[config.mk]
export PLATFORM = sky130hd
export DESIGN_NAME = muldiv_unit
export DESIGN_NICKNAME = d
export VERILOG_FILES = /design/src/rtl/muldiv_pkg.sv /design/src/rtl/muldiv_iter.sv /design/src/rtl/muldiv_unit.sv
export SDC_FILE = /design/constraint.sdc
export NUM_CORES = 1
export LEC_CHECK = 0
export CAP_MARGIN = 15
export CORE_MARGIN = 3
export CORE_UTILIZATION = 40
export CTS_CLUSTER_SIZE = 10
export DETAILED_ROUTE_END_ITERATION = 8
export SLEW_MARGIN = 30
export SYNTH_ARGS = -nofsm -noshare
export SYNTH_HDL_FRONTEND = slang
export SYNTH_HIERARCHICAL = 1
export SYNTH_SLANG_ARGS = --single-unit
[constraint.sdc]
create_clock -name clk -period 8.61 [get_ports clk]
set_input_delay 1.2915 -clock clk [delete_from_list [all_inputs] [get_ports clk]]
set_output_delay 1.2915 -clock clk [all_outputs]
set_load 0.02 [all_outputs]
[src/rtl/muldiv_pkg.sv]
// muldiv_pkg: shared definitions for the RV32M multiply/divide unit.
//   - MdContrl operation encodings (MD_MUL .. MD_REMU)
//   - FSM state encoding
//   - special-case result constants and the iteration counter start value
package muldiv_pkg;

    // MdContrl encodings; bit 2 set means a divide/remainder operation.
    localparam logic [2:0] MD_MUL    = 3'd0;
    localparam logic [2:0] MD_MULH   = 3'd1;
    localparam logic [2:0] MD_MULHSU = 3'd2;
    localparam logic [2:0] MD_MULHU  = 3'd3;
    localparam logic [2:0] MD_DIV    = 3'd4;
    localparam logic [2:0] MD_DIVU   = 3'd5;
    localparam logic [2:0] MD_REM    = 3'd6;
    localparam logic [2:0] MD_REMU   = 3'd7;

    typedef enum logic [1:0] {
        StIdle = 2'd0,
        StCalc = 2'd1,
        StDone = 2'd2
    } md_state_e;

    // Special-case constants.
    localparam logic [31:0] DIV_ZERO_QUOT = 32'hFFFF_FFFF;
    localparam logic [31:0] INT_MIN       = 32'h8000_0000;
    localparam logic [31:0] NEG_ONE       = 32'hFFFF_FFFF;

    // 32 radix-2 steps: the counter runs 31 down to 0.
    localparam logic [4:0] CALC_FIRST = 5'd31;

endpackage

[src/rtl/muldiv_iter.sv]
// muldiv_iter: one combinational radix-2 step of the iterative multiply/divide.
//   acc_i/acc_o   upper working register (product high half / partial remainder)
//   lo_i/lo_o     lower working register (multiplier then product low half /
//                 dividend then quotient)
//   opb_i         multiplicand (multiply) or divisor (divide) magnitude
//   div_mode_i    1: restoring shift-subtract, 0: shift-add
module muldiv_iter #(
    parameter int unsigned XLEN = 32
) (
    input  logic [XLEN-1:0] acc_i,
    input  logic [XLEN-1:0] lo_i,
    input  logic [XLEN-1:0] opb_i,
    input  logic            div_mode_i,
    output logic [XLEN-1:0] acc_o,
    output logic [XLEN-1:0] lo_o
);

    logic [XLEN:0] sum;
    logic [XLEN:0] partial;
    logic [XLEN:0] diff;

    always_comb begin
        // Multiply: add multiplicand when the current multiplier LSB is set, then shift
        // the 65-bit {carry, acc, lo} right by one.
        sum     = {1'b0, acc_i} + (lo_i[0] ? {1'b0, opb_i} : '0);
        // Divide: shift {acc, lo} left by one and trial-subtract the divisor.
        partial = {acc_i, lo_i[XLEN-1]};
        diff    = partial - {1'b0, opb_i};

        if (div_mode_i) begin
            if (!diff[XLEN]) begin
                acc_o = diff[XLEN-1:0];
                lo_o  = {lo_i[XLEN-2:0], 1'b1};
            end else begin
                acc_o = partial[XLEN-1:0];
                lo_o  = {lo_i[XLEN-2:0], 1'b0};
            end
        end else begin
            acc_o = sum[XLEN:1];
            lo_o  = {sum[0], lo_i[XLEN-1:1]};
        end
    end

endmodule

[src/rtl/muldiv_unit.sv]
// muldiv_unit: multi-cycle RV32M multiply/divide unit sitting beside the EX-stage ALU.
// Computes MUL/MULH/MULHSU/MULHU/DIV/DIVU/REM/REMU on magnitudes with a final sign fix-up.
// Ports:
//   clk, rst    clock, synchronous active-high reset
//   start       EX holds an M instruction (level, held until the pipeline advances)
//   flush       EX squash; aborts any operation
//   MdContrl    operation select (see muldiv_pkg)
//   Operand1/2  rs1 / rs2 values
//   stall_req   freeze request to the hazard unit (combinational)
//   done        one-cycle pulse, MdOut valid
//   MdOut       result; holds the last result between operations
// Build option: define MULDIV_FAST_MUL_EN to compute all multiplies in one cycle with a
// combinational signed 33x33 product; divides stay iterative.
module muldiv_unit
    import muldiv_pkg::*;
#(
    parameter int unsigned XLEN = 32  // only 32 is supported
) (
    input  logic            clk,
    input  logic            rst,
    input  logic            start,
    input  logic            flush,
    input  logic [2:0]      MdContrl,
    input  logic [XLEN-1:0] Operand1,
    input  logic [XLEN-1:0] Operand2,
    output logic            stall_req,
    output logic            done,
    output logic [XLEN-1:0] MdOut
);

    md_state_e       state_q, state_d;
    logic [4:0]      count_q, count_d;
    logic [2:0]      op_q, op_d;
    logic [XLEN-1:0] acc_q, acc_d;
    logic [XLEN-1:0] lo_q, lo_d;
    logic [XLEN-1:0] opb_q, opb_d;
    logic            neg_q, neg_d;     // negate the magnitude result in DONE
    logic            spec_q, spec_d;   // result already final in res_q
    logic [XLEN-1:0] res_q, res_d;
    logic [XLEN-1:0] md_out_q, md_out_d;

    // Operand decode for the issuing instruction.
    logic            op_is_div, op_is_rem;
    logic            a_signed, b_signed;
    logic            sa, sb;
    logic [XLEN-1:0] a_mag, b_mag;
    logic            div_zero, div_ovf;
    logic            take_short;
    logic [XLEN-1:0] short_res;

    // Finishing logic.
    logic [2*XLEN-1:0] prod, prod_fix;
    logic [XLEN-1:0]   mul_res, div_raw, div_fix, final_res;

    logic [XLEN-1:0] acc_step, lo_step;

    muldiv_iter #(
        .XLEN(XLEN)
    ) u_iter (
        .acc_i      (acc_q),
        .lo_i       (lo_q),
        .opb_i      (opb_q),
        .div_mode_i (op_q[2]),
        .acc_o      (acc_step),
        .lo_o       (lo_step)
    );

`ifdef MULDIV_FAST_MUL_EN
    logic signed [2*XLEN-1:0] fast_a, fast_b, fast_prod;
`endif

    always_comb begin
        op_is_div = MdContrl[2];
        op_is_rem = (MdContrl == MD_REM) || (MdContrl == MD_REMU);
        a_signed  = (MdContrl == MD_MULH) || (MdContrl == MD_MULHSU) ||
                    (MdContrl == MD_DIV)  || (MdContrl == MD_REM);
        b_signed  = (MdContrl == MD_MULH) || (MdContrl == MD_DIV) || (MdContrl == MD_REM);
        sa        = a_signed & Operand1[XLEN-1];
        sb        = b_signed & Operand2[XLEN-1];
        a_mag     = sa ? -Operand1 : Operand1;
        b_mag     = sb ? -Operand2 : Operand2;

        div_zero  = op_is_div && (Operand2 == '0);
        div_ovf   = ((MdContrl == MD_DIV) || (MdContrl == MD_REM)) &&
                    (Operand1 == INT_MIN) && (Operand2 == NEG_ONE);

        if (div_zero) begin
            short_res = op_is_rem ? Operand1 : DIV_ZERO_QUOT;
        end else begin
            short_res = op_is_rem ? '0 : INT_MIN;
        end

`ifdef MULDIV_FAST_MUL_EN
        // Sign/zero-extended operands; the low 64 bits of the product equal the 33x33
        // signed product.
        fast_a    = {{XLEN{sa}}, Operand1};
        fast_b    = {{XLEN{sb}}, Operand2};
        fast_prod = fast_a * fast_b;
        if (!op_is_div) begin
            short_res = (MdContrl == MD_MUL) ? fast_prod[XLEN-1:0] : fast_prod[2*XLEN-1:XLEN];
        end
        take_short = div_zero || div_ovf || !op_is_div;
`else
        take_short = div_zero || div_ovf;
`endif
    end

    // Sign fix-up of the iterative result.
    always_comb begin
        prod      = {acc_q, lo_q};
        prod_fix  = neg_q ? -prod : prod;
        mul_res   = (op_q == MD_MUL) ? prod_fix[XLEN-1:0] : prod_fix[2*XLEN-1:XLEN];
        div_raw   = ((op_q == MD_REM) || (op_q == MD_REMU)) ? acc_q : lo_q;
        div_fix   = neg_q ? -div_raw : div_raw;
        final_res = spec_q ? res_q : (op_q[2] ? div_fix : mul_res);
    end

    always_comb begin
        state_d   = state_q;
        count_d   = count_q;
        op_d      = op_q;
        acc_d     = acc_q;
        lo_d      = lo_q;
        opb_d     = opb_q;
        neg_d     = neg_q;
        spec_d    = spec_q;
        res_d     = res_q;
        md_out_d  = md_out_q;
        stall_req = 1'b0;
        done      = 1'b0;
        MdOut     = md_out_q;

        unique case (state_q)
            StIdle: begin
                if (start && !flush) begin
                    stall_req = 1'b1;
                    op_d      = MdContrl;
                    // Quotient/product sign is the XOR; remainder follows the dividend.
                    neg_d     = op_is_rem ? sa : (sa ^ sb);
                    spec_d    = take_short;
                    res_d     = short_res;
                    acc_d     = '0;
                    if (op_is_div) begin
                        lo_d  = a_mag;
                        opb_d = b_mag;
                    end else begin
                        lo_d  = b_mag;
                        opb_d = a_mag;
                    end
                    if (take_short) begin
                        state_d = StDone;
                    end else begin
                        count_d = CALC_FIRST;
                        state_d = StCalc;
                    end
                end
            end
            StCalc: begin
                stall_req = 1'b1;
                acc_d     = acc_step;
                lo_d      = lo_step;
                if (count_q == 5'd0) begin
                    state_d = StDone;
                end else begin
                    count_d = count_q - 5'd1;
                end
            end
            StDone: begin
                // start is still high from the issuing instruction; never retrigger here.
                state_d = StIdle;
                if (!flush) begin
                    done     = 1'b1;
                    MdOut    = final_res;
                    md_out_d = final_res;
                end
            end
            default: begin
                state_d = StIdle;
            end
        endcase

        if (flush) begin
            state_d = StIdle;
        end
    end

    always_ff @(posedge clk) begin
        if (rst) begin
            state_q  <= StIdle;
            count_q  <= '0;
            op_q     <= '0;
            acc_q    <= '0;
            lo_q     <= '0;
            opb_q    <= '0;
            neg_q    <= 1'b0;
            spec_q   <= 1'b0;
            res_q    <= '0;
            md_out_q <= '0;
        end else begin
            state_q  <= state_d;
            count_q  <= count_d;
            op_q     <= op_d;
            acc_q    <= acc_d;
            lo_q     <= lo_d;
            opb_q    <= opb_d;
            neg_q    <= neg_d;
            spec_q   <= spec_d;
            res_q    <= res_d;
            md_out_q <= md_out_d;
        end
    end

endmodule

Word-level counts from Yosys, hierarchy flattened
Index checks and enable logic that the tools add are counted.

storage, ports and cells
  bits in registers = 172
  input bits = 71
  output and inout port bits = 34
  word-level logic and storage cells = 96

operators by class
  $add $sub $neg = 7
  equal/unequal tests = 15
  multiplexer cells = 37
  bitwise operators = 3
  reductions and logical operators = 24

operator list
  operator                                          count
  2-to-1 mux 32 bit                                 20
  one-hot mux 32 bit (2 select lines)               2
  negator 32 bit                                    3
  == test 32 bit, second input constant             2
  2-to-1 mux 64 bit                                 1
  negator 64 bit                                    1
  adder 32 x 33 -> 33 bit                           1
  subtractor 33 x 32 -> 33 bit                      1
  zero test 32 bit                                  1
  == test 3 bit, second input constant              5
  2-to-1 mux 5 bit                                  3
  one-hot mux 5 bit (2 select lines)                1
  logical OR 1 bit                                  9
  inequality test 2 bit, second input constant      4
  2-to-1 mux 2 bit                                  3
  AND reduction 2 bit                               3
  zero test 5 bit                                   1
  2-to-1 mux 1 bit                                  5
  subtractor 5 x 1 -> 5 bit, second input constant  1
  logical AND 1 bit                                 4
  one-hot mux 2 bit (2 select lines)                1
  AND reduction 4 bit                               1
  == test 3 x 1 -> 1 bit, second input constant     1
  == test 3 x 2 -> 1 bit, second input constant     1
  other kinds (10)                                  11

Longest topological paths before layout
Gate-level depths: netlist (run 1).

  depth in word-level cells = 9
  gate-level depth with buffers = 16
  depth with buffers taken out = 14

Modules after synthesis
The synthesis (run 1) kept the hierarchy.

modules (own cells, without submodules)
  module       instances  cells an instance  area each (µm²)
  muldiv_unit  1          1,780              13,151.4
  muldiv_iter  1          688                4,820.9

Worst setup path after synthesis (run 1)
No wires, ideal clock.

  path kind = register to output
  start = register lo_q[0]
  end = output port MdOut[4]
  arrival = 3,111 ps
  data required time = 7,318 ps
  slack = 4,208 ps
  cell stages (with the launch flop) = 11
  path through = dfxtp_1 clkbuf_1 inv_1 ha_1 nor3b_1 nand4_1 or4_1 o21ai_1 xnor2_1 nor2_1 o31ai_1

between the ends
  word-level cells in the longest chain between the ends = 7
  elaborated cells between the ends (all ways) = 10
  classes of those cells = add/sub: 2; mux: 8

RTL lines
  element                                              RTL line                                source
  from (decl)                                          muldiv_unit.sv:35                       logic [XLEN-1:0] lo_q, lo_d;
  from (signal assigned)                               muldiv_unit.sv:204                      lo_q <= lo_d;
  negator 64 bit or 2-to-1 mux 32 bit (tied branches)  muldiv_unit.sv:111, muldiv_unit.sv:113
  2-to-1 mux 64 bit or negator 32 bit (tied branches)  muldiv_unit.sv:111, muldiv_unit.sv:114
  2-to-1 mux 32 bit (on tied branches)                 muldiv_unit.sv:112, muldiv_unit.sv:114
  2-to-1 mux 32 bit (*) (2 in series)                  muldiv_unit.sv:115                      final_res = spec_q ? res_q : (op_q[2] ? div_fix : mul_res);
  2-to-1 mux 32 bit (*)                                muldiv_unit.sv:171                      if (!flush) begin
  2-to-1 mux 32 bit (*)                                muldiv_unit.sv:133                      unique case (state_q)
  to (decl)                                            muldiv_unit.sv:28                       output logic [XLEN-1:0] MdOut

Every way passes the cells marked *; elsewhere a longest branch is shown, timed or not.

Worst setup path in the final report (run 1)
Same ends and word-level chain as after synthesis.

==> impl_metrics.toml, run 1 <==
[cts]
tritoncts_num_sinks = 172
cts_post_setup_buffers_inserted = 0
htree_levels = 4
worstSkewPairLatency_ns = 0.47
cts_hold_repair.buffers = 0
cts_tree = "yes"
clk_buf_depth = 2
clk_pin_slew_worst_paths_ns = 0.07
cts_root_buffer = "clkbuf_16"
tritoncts.num_buffers = 17
cts-resized-gates = 0

[global_route]
met3_usage = 0.05727
grt_use_met1 = 0.4418
grt_busiest_layer = "met2"
grt_remaining_overflow = 0
global_route_wire_length_before_repair_um = 117300
grt_max_degree = 65
grt_usage = 0.3206
number_of_global_route_vias_before_repair = 18490
antenna_found_initial = 3
globalRouteMet2Util = 0.4865

[timing]
finalCriticalPeriod_ns = 6.127
tightestPinTransition_ns = 1.102
slew_viol_final = 0
finalSetupTns_ns = 0
fin_crit_sh = 0.7116
worst_setup_slack_after_layout_ns = 2.483
timing.final.hold_violations = 0
grt_setup_unrepaired = "no"
max-slew-margin-rel = 0.2625
max_clock_freq_mhz = 163.2
finalClockSkew_ns = 0.01434
final-setup-viol-count = 0

[detailed_routing]
drt.antenna.violating_nets = 0
drt-total-wl_um = 78150
drtIter0Drc = 2547
dr_total_vias = 20220
drc_errors = 0
number_of_vias_per_cell_after_detailed_routing = 6.663
drtPass1Iterations = 6
routedWlPerCell_um = 25.75

[floorplan]
die-area_um2 = 47510
start_util = 0.4055
die_height_um = 218.0
number_of_standard_cell_rows_in_the_floorplan = 77
core-area_um2 = 44320
floorplan.io_pins = 105
dieWidth_um = 218.0

[placed_design]
placement.io_buffers = 104
dpl.cell_count = 3001
gpl.final_weighted_congestion = 0.9720
worst_case_setup_slack_after_placement_ns = 3.039
dpl.hpwl_um = 58540

[setup_path]
critical_path.endpoint_type = "output pin"
critPathLaunchType = "register"
setup.reg_to_reg.worst_slack_ns = 4.27
timing.reg2reg.worst_path_depth = 15
timing.critical_path.fanout_max = 41
critPathKind = "reg2out"
timing.critical_path.required_ns = 7.32
critical_path_arrival_ns = 4.84

[synthesis]
synth_warnings = 6
synth_edf_count = 0
sequential_area_share_after_synthesis = 0.1916
synthFlopType = "dfxtp_1"
yosysUniqueCellTypes = 101
asyncSetResetFlopFracSynth = 0
syn-mean-instance-area_um2 = 7.282
synth_area_um2 = 17970
net_count_of_the_mapped_netlist = 2612
synth_seq_cells = 172
synth_cells = 2468

[pwr]
cellLeakagePower_nw = 7.413
vdd.ir_drop.worst_v = 0.0001284
p_per_area_nw_per_um2 = 130.9

[final_layout]
layout.filler_cells = 4627
flow.area_growth_from_synthesis_pct = 10.59
stdcell_count = 3035
layout-drive-gt1-share = 0.07781
multi_input_gate_area_um2 = 13440
register_area_um2 = 3450
nNetsFinal = 2573

[flow_run]
max_cap_viol_count = 0

[hold_path]
worst_hold_path_cell_count = 2
hold_path_class = "reg2reg"

[run_status]
status = "finished clean"
## Yosys cell counts, drive strengths merged (32+ instances only)
cell type,count,share of area
xor2,63,0.031
a31oi,34,0.013
a21oi,208,0.060
or3,32,0.011
o211ai,58,0.026
inv,71,0.015
clkbuf,156,0.033
nor4,38,0.016
xnor2,88,0.043
dfxtp,172,0.19
a21o,39,0.016
o31ai,32,0.014
o21ai,132,0.037
buf,51,0.016
nand2,235,0.049
mux2,42,0.026
and2,50,0.017
a22oi,54,0.023
a211oi,33,0.015
nor2,218,0.046
ha,71,0.049
nor3,78,0.022
mux2i,66,0.037
nand3,61,0.017
## worst paths after layout
kind         startpoint   endpoint
max             lo_q[0]   MdOut[4]
min           res_q[21]  res_q[21]
max reg2reg    lo_q[31]    lo_q[0]
min reg2reg   res_q[21]  res_q[21]
## power by group
part           internal [mW]  switching (mW)
registers              0.819          0.0568
logic                  0.307           0.605
clock network          0.403           0.411
total                   1.53            1.07
## registers in the layout, indices dropped and copies added (netlist names), 2 cells and up
name / count
count_q: 5
state_q: 2
opb_q: 32
lo_q: 32
md_out_q: 32
res_q: 32
acc_q: 32
op_q: 3
## metrics by stage
step	utilization	power [mW]	hold WS [ns]	instance area (um2)
2_1_floorplan	-	1.462	0.4277	17970
3_3_place_gp	0.4345	1.771	0.4439	19250
3_5_place_dp	0.4346	1.773	0.4499	19260
4_1_cts	0.4482	2.575	0.4588	19860
5_1_grt	0.4484	2.691	0.4817	19870
6_report	0.4485	2.602	0.4551	19880
## layout make-up
| cell class | count | share of cell area |
|---|---|---|
| diodes | 1 | 0.0001259 |
| well taps | 592 | 0.03727 |
| inverters | 72 | 0.01360 |
| clock buffers | 19 | 0.02279 |
| flip-flops and latches | 172 | 0.1736 |
| repair buffers | 149 | 0.06912 |
| multi-input cells | 2017 | 0.6760 |
| clock inverters | 13 | 0.007491 |
## layout by cell type, fill, tap and decap left out, types with 14 or more instances in the layout
cell type / synthesis / layout
nand3_1: 60 / 60
and2_1: 50 / 50
a31oi_1: 33 / 33
o22ai_1: 15 / 15
inv_1: 70 / 70
xor2_1: 63 / 63
o221ai_1: 16 / 16
a21oi_1: 198 / 198
o21a_1: 14 / 14
ha_1: 71 / 71
clkbuf_16: 0 / 17
dfxtp_1: 172 / 169
mux2_2: 41 / 41
o21ai_1: 20 / 19
clkdlybuf4s50_1: 0 / 103
mux2i_1: 66 / 66
o31ai_1: 30 / 30
buf_4: 2 / 45
nand4_1: 30 / 30
nand2b_1: 17 / 17
xnor2_1: 88 / 88
a21o_1: 39 / 39
o211ai_1: 56 / 56
or4_1: 23 / 23
nor2_1: 218 / 218
a22oi_1: 54 / 54
o21ai_0: 110 / 110
or3_1: 32 / 32
and3_1: 25 / 25
a211o_1: 14 / 14
nand2_1: 234 / 232
a222oi_1: 15 / 15
a211oi_1: 30 / 30
nor4_1: 34 / 34
nor3_1: 76 / 74
## routing by layer
metal  wire, um  part of all wire
met1      33590              0.43
met2      33650              0.43
met3       6980             0.089
met4       3924             0.050
met5          0                 0
## cells by family after synthesis
| group | after synthesis | share of synthesized area |
|---|---|---|
| buffers and inverters | 279 | 0.06321 |
| and+or+nand+nor | 874 | 0.2445 |
| AOI/OAI and AO/OA | 811 | 0.3124 |
| xor gates and xnor gates | 151 | 0.07359 |
| muxes | 108 | 0.06307 |
| adders and majority gates | 73 | 0.05166 |
| DFF | 172 | 0.1916 |
## worst max-delay path, stage by stage (launching register included)
cell	delay (ns)
dfxtp_1	0.30
buf_4	0.25
inv_1	0.14
ha_1	0.24
nor3b_1	0.62
nand4_1	0.54
or4_1	0.76
o21ai_1	0.30
xnor2_1	0.16
nor2_1	0.08
o31ai_1	0.31
clkdlybuf4s50_1	0.66
Power figures use the tool's default switching activity.
==> run 2, diff against run 1 <==
- clock period: 8.61 -> 6.4 ns (I/O delays scaled with it)
==> run 2 against run 1 <==
Final area is 0.85% higher. Clock skew is 0.0014 ns lower. Sequential share of layout area down 0.15 points. Highest routed layer is now met5. Combinational power grew 38%.
==> impl_metrics.toml, run 2 (synthesized netlist as in run 1, its figures left out) <==
[run_status]
status = "finished clean"

[final_layout]
layout-drive-gt1-share = 0.08715
final_cell_mix = "nand2_1, nor2_1, a21oi_1"
commonest_non_fill_non_tap_cell_in_the_layout = "nand2_1"
flow.area_growth_from_synthesis_pct = 11.53
antenna_cells_inserted = 0
layout.filler_cells = 4599
nNetsFinal = 2598

[pwr]
comb_power_share = 0.360
p_per_area_nw_per_um2 = 174.5
p_int_mw = 2.049
vdd.ir_drop.worst_v = 0.0001199
power.share.sequential = 0.333
share_clk_of_total_power = 0.307
power.switching_mw = 1.448
cellLeakagePower_nw = 7.537
final_total_power_mw = 3.497
sw_frac_of_total = 0.4141

[timing]
finalCriticalPeriod_ns = 5.753
final-setup-viol-count = 0
timing.final.hold_violations = 0
finalClockSkew_ns = 0.01294
tightestPinTransition_ns = 1.154
slew_viol_final = 0
max-slew-margin-rel = 0.2248
finalSetupTns_ns = 0
whs_ns = 0.4582
fin_crit_sh = 0.8988
max_clock_freq_mhz = 173.8
grt_setup_unrepaired = "no"

[setup_path]
setup.reg_to_reg.worst_slack_ns = 2.08
timing.critical_path.required_ns = 5.44
critical_path_arrival_ns = 4.79
cp_top_family = "simple AND/OR/NAND/NOR gates"
path_cells = "nand2_1 -> a21oi_1 -> ha_1 -> nor3b_1 -> a32o_1 -> nand3_1 -> or3b_1 -> mux2i_1 -> a211oi_1 -> nor2_1 -> clkdlybuf4s50_1"
timing.critical_path.buf_inv = 1
slowest_delay_ns = 0.69
timing.critical_path.fanout_max = 28
critical_path.endpoint_type = "output pin"
critPathKind = "reg2out"
critPathLaunchType = "register"
crit_slowest_cell = "dfxtp_2"

[floorplan]
core-area_um2 = 44320
number_of_standard_cell_rows_in_the_floorplan = 77
start_util = 0.4055
dieWidth_um = 218.0
die_height_um = 218.0
floorplan.io_pins = 105
die-area_um2 = 47510

[cts]
clk_buf_depth = 2
worstSkewPairLatency_ns = 0.48
htree_levels = 4
cts_root_buffer = "clkbuf_16"
clk_pin_slew_worst_paths_ns = 0.08
tritoncts.num_buffers = 17
cts_hold_repair.buffers = 0
cts_post_setup_buffers_inserted = 0
cts_tree = "yes"
cts-resized-gates = 0
tritoncts_num_sinks = 172

[detailed_routing]
drc_errors = 0
dr_total_vias = 20070
drtIter0Drc = 2445
drt.antenna.violating_nets = 0
drt-total-wl_um = 80200
routedWlPerCell_um = 26.22
number_of_vias_per_cell_after_detailed_routing = 6.561
drtPass1Iterations = 6

[placed_design]
gpl.final_weighted_congestion = 0.9908
dpl.hpwl_um = 60440
placement.io_buffers = 104

[flow_run]
max_cap_viol_count = 0

[global_route]
grt_max_degree = 67
antenna_found_initial = 1
number_of_global_route_vias_before_repair = 18260
grt_remaining_overflow = 0
global_route_wire_length_before_repair_um = 118700
grt_usage = 0.3268

[hold_path]
hold_path_class = "reg2reg"
[run 2: cell count changes in the layout (fill, tap and decap cells not counted), moves of 2 or more]
| cell | previous run | this run |
|---|---|---|
| clkbuf_8 | 2 | 0 |
| buf_4 | 45 | 71 |
| clkinv_8 | 5 | 3 |
| inv_8 | 1 | 4 |
[run 2: power groups by stage]
stage / sequential [mW] / combinational (mW) / clock [mW]
6_report: 1.16 / 1.26 / 1.07
5_1_grt: 1.17 / 1.34 / 1.13
4_1_cts: 1.16 / 1.22 / 1.08
3_5_place_dp: 1.18 / 1.22 / 0
3_3_place_gp: 1.18 / 1.22 / 0
2_1_floorplan: 1.15 / 0.819 / 0
[run 2: through the flow]
step           cells  instance area [um2]    util  worst slack [ns]
6_report        3059                20040  0.4523            0.6475
4_1_cts         3059                20040  0.4522            0.7796
2_1_floorplan   2468                17970       -             2.329
3_3_place_gp    3027                19450  0.4389             1.200
3_5_place_dp    3027                19460  0.4391             1.266
5_1_grt         3059                20040  0.4523            0.4460
[run 2: worst paths after layout]
check	from	to	cells after the start
setup / recovery	op_q[1]	MdOut[20]	11
hold / removal	res_q[9]	res_q[9]	2
setup reg to reg	acc_q[0]	lo_q[0]	12
hold reg to reg	res_q[9]	res_q[9]	2
[run 2: final cells by class]
type / count / area, um2 / area share
flip-flops and latches: 172 / 3450 / 0.1721
well taps: 592 / 740.7 / 0.03695
inverters: 72 / 270.3 / 0.01348
clock inverters: 14 / 148.9 / 0.007428
clock buffers: 18 / 429.2 / 0.02141
repair buffers: 174 / 1564 / 0.07803
multi-input cells: 2017 / 13440 / 0.6706
[run 2: routing by layer]
metal  global-route usage  wire length [um]
met5                    0                13
met3              0.05741              7016
met2               0.4976             34690
met4               0.1324              3596
met1               0.4562             34880
[run 2: tightest hold or removal path, cell delays in order (launching register included)]
cell,delay (ns)
dfxtp_1,0.31
nand2_1,0.05
a21oi_1,0.05
